<file path="config.mk">
export PLATFORM = sky130hd
export DESIGN_NAME = jtkicker_cen_meter_flat
export DESIGN_NICKNAME = d
export VERILOG_FILES = /design/src/rtl/jtkicker_cen_meter_pkg.sv /design/src/rtl/jtkicker_cen_meter_if.sv /design/src/rtl/jtkicker_cen_gap.sv /design/src/rtl/jtkicker_cen_meter.sv /design/src/flat_wrapper.sv
export SDC_FILE = /design/constraint.sdc
export NUM_CORES = 1
export LEC_CHECK = 0
export BUFFER_PORTS_ARGS = -buffer_cell sky130_fd_sc_hd__buf_2
export CAP_MARGIN = 20
export CORE_MARGIN = 2
export CORE_UTILIZATION = 45
export CTS_CLUSTER_SIZE = 30
export DETAILED_ROUTE_END_ITERATION = 12
export MAX_ROUTING_LAYER = met4
export PLACE_DENSITY_LB_ADDON = 0.1
export SLEW_MARGIN = 20
export SYNTH_ARGS = -nofsm -noshare
export SYNTH_HDL_FRONTEND = slang
export SYNTH_SLANG_ARGS = --single-unit
export TNS_END_PERCENT = 100
</file>
<file path="constraint.sdc">
create_clock -name clk -period 4.5 [get_ports clk]
set_clock_uncertainty 0.2 [all_clocks]
set_input_delay 0 -clock clk [delete_from_list [all_inputs] [get_ports clk]]
set_output_delay 0 -clock clk [all_outputs]
set_load 0.02 [all_outputs]
</file>
<file path="src/rtl/jtkicker_cen_meter_pkg.sv">
// Shared constants for the cen meter: FSM state encodings and saturation fills.
package jtkicker_cen_meter_pkg;

   localparam logic [1:0] ST_IDLE    = 2'd0;
   localparam logic [1:0] ST_ARM     = 2'd1;
   localparam logic [1:0] ST_MEASURE = 2'd2;
   localparam logic [1:0] ST_DONE    = 2'd3;

   // Wide all-ones source; count/gap registers slice their own saturation value from it
   localparam logic [31:0] SAT_ONES = '1;

endpackage

</file>
<file path="src/rtl/jtkicker_cen_meter_if.sv">
// Measurement request/result bundle between a controller and the cen meter.
interface jtkicker_cen_meter_if #(
   parameter int unsigned W  = 16,
   parameter int unsigned GW = 8
);
   logic          start;
   logic [W-1:0]  win;
   logic          busy;
   logic          done;
   logic [W-1:0]  count;
   logic [GW-1:0] min_gap;
   logic [GW-1:0] max_gap;
   logic          err_back;
   logic          timeout;

   modport master (
      output start, win,
      input  busy, done, count, min_gap, max_gap, err_back, timeout
   );

   modport slave (
      input  start, win,
      output busy, done, count, min_gap, max_gap, err_back, timeout
   );
endinterface

</file>
<file path="src/rtl/jtkicker_cen_gap.sv">
// Saturating cen-to-cen spacing counter with running min/max capture.
module jtkicker_cen_gap
   import jtkicker_cen_meter_pkg::*;
#(
   parameter int unsigned GW = 8
) (
   input  logic          clk,
   input  logic          rst_n,
   input  logic          clr,
   input  logic          ref_hit,
   input  logic          tick,
   input  logic          cen,
   output logic [GW-1:0] min_gap,
   output logic [GW-1:0] max_gap
);

   localparam logic [GW-1:0] GAP_SAT = SAT_ONES[GW-1:0];

   // gcnt holds spacing minus one, so a cen on the very next cycle reads as a gap of 1
   logic [GW-1:0] gcnt;
   logic [GW-1:0] gap_cur;

   always_comb begin
      gap_cur = (gcnt == GAP_SAT) ? GAP_SAT : gcnt + GW'(1);
   end

   always_ff @(posedge clk) begin
      if (!rst_n) begin
         gcnt    <= '0;
         min_gap <= GAP_SAT;
         max_gap <= '0;
      end else begin
         if (clr) begin
            min_gap <= GAP_SAT;
            max_gap <= '0;
         end
         if (ref_hit) begin
            gcnt <= '0;
         end else if (tick) begin
            if (cen) begin
               if (gap_cur < min_gap) min_gap <= gap_cur;
               if (gap_cur > max_gap) max_gap <= gap_cur;
               gcnt <= '0;
            end else begin
               gcnt <= gap_cur;
            end
         end
      end
   end

endmodule

</file>
<file path="src/rtl/jtkicker_cen_meter.sv">
// Clock-enable stream monitor: counts cen pulses over a window after a reference
// pulse and reports spacing extremes, back-to-back errors and arm timeout.
module jtkicker_cen_meter
   import jtkicker_cen_meter_pkg::*;
#(
   parameter int unsigned W  = 16,
   parameter int unsigned GW = 8
) (
   input  logic                clk,
   input  logic                rst_n,
   input  logic                cen,
   jtkicker_cen_meter_if.slave bus
);

   localparam logic [W-1:0]  CNT_SAT = SAT_ONES[W-1:0];
   localparam logic [GW-1:0] TMO_SAT = SAT_ONES[GW-1:0];

   logic [1:0]    st;
   logic [W-1:0]  wcnt;
   logic [GW-1:0] tcnt;
   logic          prev_cen;
   logic          busy_q, done_q, err_q, tmo_q;
   logic [W-1:0]  count_q;
   logic [GW-1:0] min_w, max_w;
   logic          accept, ref_hit, meas;

   assign accept  = (st == ST_IDLE) && bus.start;
   assign ref_hit = (st == ST_ARM) && cen;
   assign meas    = (st == ST_MEASURE);

   always_ff @(posedge clk) begin
      if (!rst_n) begin
         st       <= ST_IDLE;
         wcnt     <= '0;
         tcnt     <= '0;
         prev_cen <= 1'b0;
         busy_q   <= 1'b0;
         done_q   <= 1'b0;
         count_q  <= '0;
         err_q    <= 1'b0;
         tmo_q    <= 1'b0;
      end else begin
         prev_cen <= cen;
         done_q   <= 1'b0;
         case (st)
            ST_IDLE: begin
               if (bus.start) begin
                  wcnt    <= bus.win;
                  tcnt    <= '0;
                  count_q <= '0;
                  err_q   <= 1'b0;
                  tmo_q   <= 1'b0;
                  busy_q  <= 1'b1;
                  st      <= ST_ARM;
               end
            end
            ST_ARM: begin
               if (cen) begin
                  if (wcnt == '0) begin
                     st     <= ST_DONE;
                     done_q <= 1'b1;
                     busy_q <= 1'b0;
                  end else begin
                     st <= ST_MEASURE;
                  end
               end else if (tcnt == TMO_SAT) begin
                  tmo_q  <= 1'b1;
                  st     <= ST_DONE;
                  done_q <= 1'b1;
                  busy_q <= 1'b0;
               end else begin
                  tcnt <= tcnt + GW'(1);
               end
            end
            ST_MEASURE: begin
               if (cen) begin
                  if (count_q != CNT_SAT) count_q <= count_q + W'(1);
                  // prev_cen covers the reference pulse on the first measured cycle
                  if (prev_cen) err_q <= 1'b1;
               end
               if (wcnt == W'(1)) begin
                  st     <= ST_DONE;
                  done_q <= 1'b1;
                  busy_q <= 1'b0;
               end else begin
                  wcnt <= wcnt - W'(1);
               end
            end
            default: begin
               st <= ST_IDLE;
            end
         endcase
      end
   end

   jtkicker_cen_gap #(
      .GW(GW)
   ) u_gap (
      .clk     (clk),
      .rst_n   (rst_n),
      .clr     (accept),
      .ref_hit (ref_hit),
      .tick    (meas),
      .cen     (cen),
      .min_gap (min_w),
      .max_gap (max_w)
   );

   assign bus.busy     = busy_q;
   assign bus.done     = done_q;
   assign bus.count    = count_q;
   assign bus.min_gap  = min_w;
   assign bus.max_gap  = max_w;
   assign bus.err_back = err_q;
   assign bus.timeout  = tmo_q;

endmodule

</file>
<file path="src/flat_wrapper.sv">
// flat-port wrapper written by rule: the top's interface ports become plain ports
module jtkicker_cen_meter_flat import jtkicker_cen_meter_pkg::*;
#(
   parameter int unsigned W  = 16,
   parameter int unsigned GW = 8
)
  (clk, rst_n, cen, bus_start, bus_win, bus_busy, bus_done, bus_count, bus_min_gap, bus_max_gap, bus_err_back, bus_timeout);
  jtkicker_cen_meter_if #(.W(W), .GW(GW)) bus_i ();
  input  logic clk;
  input  logic rst_n;
  input  logic cen;
  input wire logic [$bits(bus_i.start)-1:0] bus_start;
  input wire logic [$bits(bus_i.win)-1:0] bus_win;
  output wire logic [$bits(bus_i.busy)-1:0] bus_busy;
  output wire logic [$bits(bus_i.done)-1:0] bus_done;
  output wire logic [$bits(bus_i.count)-1:0] bus_count;
  output wire logic [$bits(bus_i.min_gap)-1:0] bus_min_gap;
  output wire logic [$bits(bus_i.max_gap)-1:0] bus_max_gap;
  output wire logic [$bits(bus_i.err_back)-1:0] bus_err_back;
  output wire logic [$bits(bus_i.timeout)-1:0] bus_timeout;
  assign bus_i.start = bus_start;
  assign bus_i.win = bus_win;
  assign bus_busy = bus_i.busy;
  assign bus_done = bus_i.done;
  assign bus_count = bus_i.count;
  assign bus_min_gap = bus_i.min_gap;
  assign bus_max_gap = bus_i.max_gap;
  assign bus_err_back = bus_i.err_back;
  assign bus_timeout = bus_i.timeout;
  jtkicker_cen_meter #(.W(W), .GW(GW)) u_core (.clk(clk), .rst_n(rst_n), .cen(cen), .bus(bus_i));
endmodule
</file>
==> impl_results.rst <==
.. list-table::
   :header-rows: 1

   * - Metric
     - Value
   * - Most frequent standard cell in the layout excluding fill and tap cells
     - sky130_fd_sc_hd__dfxtp_1
   * - Number of core rows
     - 35
   * - Ratio of cells with drive above 1 in the final layout
     - 15.7%
   * - Worst supply voltage drop on vdd
     - ~0.34 mV
   * - Final weighted congestion in routability-driven placement
     - approximately 0.92
   * - Count of hold-fix buffers inserted at cts
     - 18
   * - Die Wd
     - between 100 and 150 um
   * - Slew HR
     - between 30% and 40%
   * - Post-synthesis instance total
     - around 560
   * - Router iterations before antenna repair
     - 4
   * - Via count of the first global-routing pass
     - ~3800
   * - Final number of max-transition violations
     - 0
   * - Worst min-delay path category
     - in2reg
   * - Clock root buffer master
     - sky130_fd_sc_hd__clkbuf_8
   * - EDFF count, synth
     - 0
   * - Initial detailed-routing violation count
     - approximately 160
   * - Number of primary I/O pins
     - 56
   * - Starting utilization of the core area
     - between 40% and 50%
   * - Wire length of the first global-routing pass
     - 18.1 mm
   * - Total vias in the final route
     - between 4000 and 5000
   * - Sort of element at the start of the critical path
     - register
   * - CTS tree
     - yes
   * - Final Hold Vio Count
     - 0
   * - Core box area
     - just over 0.009 mm^2
   * - Final cell area excluding filler cells
     - between 0.005 and 0.006 mm^2
   * - Worst Path Arrival
     - around 3.7 ns
   * - Slowest cell on the critical path
     - sky130_fd_sc_hd__a311o_1
   * - Category of the most critical setup path
     - reg2reg
   * - Flops & latches, synth
     - 71
   * - Peak Freq
     - approximately 280 MHz
   * - Die outline area
     - between 0.01 and 0.015 mm^2
   * - Syn Nets
     - ~600
   * - Area of the mapped netlist
     - approximately 0.0044 mm^2
   * - Clock-pin transition on the worst setup and hold timing paths
     - approximately 0.08 ns
   * - Height of the die
     - between 100 and 150 um
   * - Detailed placer's ending HPWL
     - around 7.8 mm
   * - Power per Cell Area
     - ~480 mW/mm^2
   * - Number of different library cells in the post-synthesis netlist
     - 65
   * - Number of clock sinks
     - 71
   * - Largest fanout on the critical path
     - 8
   * - DR vias/cell
     - approximately 5.6
   * - Skew-Pair Late Insertion Delay
     - about 0.34 ns
   * - Maximum single-stage delay on the critical path
     - a little over 0.5 ns
   * - Remaining antenna violation count
     - 0
   * - Final cell utilization of the core
     - a little over half
   * - Aggregate negative setup slack
     - 0 ns
   * - Max Cap Viol
     - 0
   * - Result of the run
     - complete, no violations
   * - Fraction of registers with async set or reset after synthesis
     - 0%
   * - Clock buffers created by TritonCTS
     - 9
   * - Final setup violation count
     - 0
   * - Total power consumption of the routed design
     - between 0.002 and 0.0025 W
   * - Most frequently used flop master after synthesis
     - sky130_fd_sc_hd__dfxtp_1
   * - Nets
     - approximately 660
   * - Global-route usage over all layers
     - 22.4%
   * - Number of buffers between clock root and the deepest sink
     - 2
   * - Post-CTS setup repair buffer count
     - 0
   * - Warning count from the yosys run
     - 0
   * - Worst Max-Slew Pin Slew
     - 1.02 ns
   * - Final period util
     - 80.4%
   * - WL/cell
     - ~15 um
   * - Maximum number of pins on one net before global-route repair
     - 38
   * - Final critical delay including setup and external delays
     - between 3 and 4 ns
   * - Unrepaired setup endpoints after global routing
     - no
   * - CTS H-tree depth
     - 3
   * - Req. time, crit path
     - about 4.6 ns
   * - Worst path cell trace
     - ha_1, nand3_1, or2_2, o21ai_0, ha_1, a211oi_1, o21ai_0, a221oi_1, a311o_1, mux2i_1
   * - Resized cells post-CTS
     - 0
   * - Average cell area after synthesis
     - just under 8 um^2
   * - Share of synthesized area occupied by flip-flops and latches
     - around a third
   * - Leakage power total
     - just over 2 nW
   * - Number of inserted diodes
     - 0
   * - Leading cell types in the layout, fill and taps excluded
     - sky130_fd_sc_hd__dfxtp_1 (71), sky130_fd_sc_hd__buf_2 (55), sky130_fd_sc_hd__nor2_1 (53)
   * - Initial antenna violation count
     - 0
   * - Top delay family on crit path
     - compound AO/OA/AOI/OAI gates
   * - Drt total wl
     - around 11 mm
   * - Crit path capture type
     - register
   * - Signed area change from the synthesized netlist to the final layout
     - 17.2%
   * - Instance area at placement
     - around 0.0047 mm^2
   * - Number of filler cells placed in the layout
     - around 900
   * - Port Buffers
     - 55
   * - Buffers plus inverters on the worst setup path
     - 0
   * - Total gr overflow
     - 0
   * - Remaining DRCs
     - 0
-- final cells by class --
type | count | area (um^2) | share of cell area (%)
flip-flops and latches | 71 | 1420 | 27.7
well taps | 129 | 161 | 3.15
multi-input cells | 418 | 2670 | 52.1
inverters | 36 | 135 | 2.64
repair buffers | 78 | 493 | 9.62
clock buffers | 9 | 124 | 2.42
clock inverters | 7 | 119 | 2.32
-- registers in the layout, summed over array words and instances (netlist names), 2 cells and up --
signal,flops
u_core.bus.count,16
u_core.wcnt,16
u_core.u_gap.max_gap,8
u_core.u_gap.gcnt,8
u_core.tcnt,8
u_core.st,2
u_core.u_gap.min_gap,8
-- per-layer routing --
metal	vias up	global-route usage (%)	wire, um	part of all wire [%]
met1	1944	28.5	5150	46
met2	104	35.5	5220	47
met3	16	4.07	496	4.5
li1	2127	-	-	-
met4	0	8.21	217	2.0
met5	-	-	0	0
-- path summary, 6_finish.rpt --
kind	startpoint	endpoint	slack (ns)	cells after the start
setup / recovery	u_core.u_gap.gcnt[0]$_SDFFE_PP0P_	u_core.u_gap.max_gap[5]$_SDFF_PN0_	0.88	10
hold / removal	bus_start	u_core.wcnt[10]$_SDFFE_PN0P_	0.02	5
setup reg to reg	u_core.u_gap.gcnt[0]$_SDFFE_PP0P_	u_core.u_gap.max_gap[5]$_SDFF_PN0_	0.88	10
hold reg to reg	u_core.bus.busy$_SDFFE_PN0P_	u_core.bus.busy$_SDFFE_PN0P_	0.27	2
-- power by group --
group / internal (W) / switching, W / total [W]
clock: 0.000369 / 0.000254 / 0.000623
sequential: 0.000706 / 0.000114 / 0.000820
combinational: 0.000372 / 0.000655 / 0.00103
total: 0.00145 / 0.00102 / 0.00247
-- cells in the mapped netlist, types with 13 or more instances --
| cell | number | area (um^2) |
|---|---|---|
| sky130_fd_sc_hd__nor2_1 | 53 | 199 |
| sky130_fd_sc_hd__nor3_1 | 24 | 120 |
| sky130_fd_sc_hd__a211oi_1 | 15 | 113 |
| sky130_fd_sc_hd__nand3_1 | 35 | 175 |
| sky130_fd_sc_hd__a21oi_1 | 33 | 165 |
| sky130_fd_sc_hd__clkbuf_1 | 22 | 82.6 |
| sky130_fd_sc_hd__xnor2_1 | 18 | 158 |
| sky130_fd_sc_hd__mux2i_1 | 15 | 150 |
| sky130_fd_sc_hd__inv_1 | 35 | 131 |
| sky130_fd_sc_hd__nand2_1 | 43 | 161 |
| sky130_fd_sc_hd__o21ai_0 | 26 | 130 |
| sky130_fd_sc_hd__nand4_1 | 13 | 81.3 |
| sky130_fd_sc_hd__dfxtp_1 | 71 | 1420 |
| sky130_fd_sc_hd__ha_1 | 23 | 288 |
-- cell families after synthesis --
group / share of synthesized area, %
muxes: 4.72
xor gates and xnor gates: 3.60
adders and majority gates: 6.58
and+or+nand+nor: 26.5
DFF: 32.5
buffers and inverters: 6.43
AOI/OAI and AO/OA: 19.6
-- per-stage QoR --
stage / cells / setup WS [ns] / hold WS [ns]
floorplan: 558 / 1.50 / 0.0349
global placement: 714 / 1.15 / 0.144
detailed placement: 714 / 0.894 / 0.169
CTS: 748 / 0.874 / 0.0172
global route: 748 / 0.666 / 0.0764
finish: 748 / 0.881 / 0.0202
-- worst reg2reg max path: stages (launching register included) --
cell	delay, ns
sky130_fd_sc_hd__dfxtp_1	0.44
sky130_fd_sc_hd__ha_1	0.23
sky130_fd_sc_hd__nand3_1	0.23
sky130_fd_sc_hd__or2_2	0.40
sky130_fd_sc_hd__o21ai_0	0.27
sky130_fd_sc_hd__ha_1	0.37
sky130_fd_sc_hd__a211oi_1	0.26
sky130_fd_sc_hd__o21ai_0	0.13
sky130_fd_sc_hd__a221oi_1	0.28
sky130_fd_sc_hd__a311o_1	0.51
sky130_fd_sc_hd__mux2i_1	0.25
(Power assumes the default switching activity.)
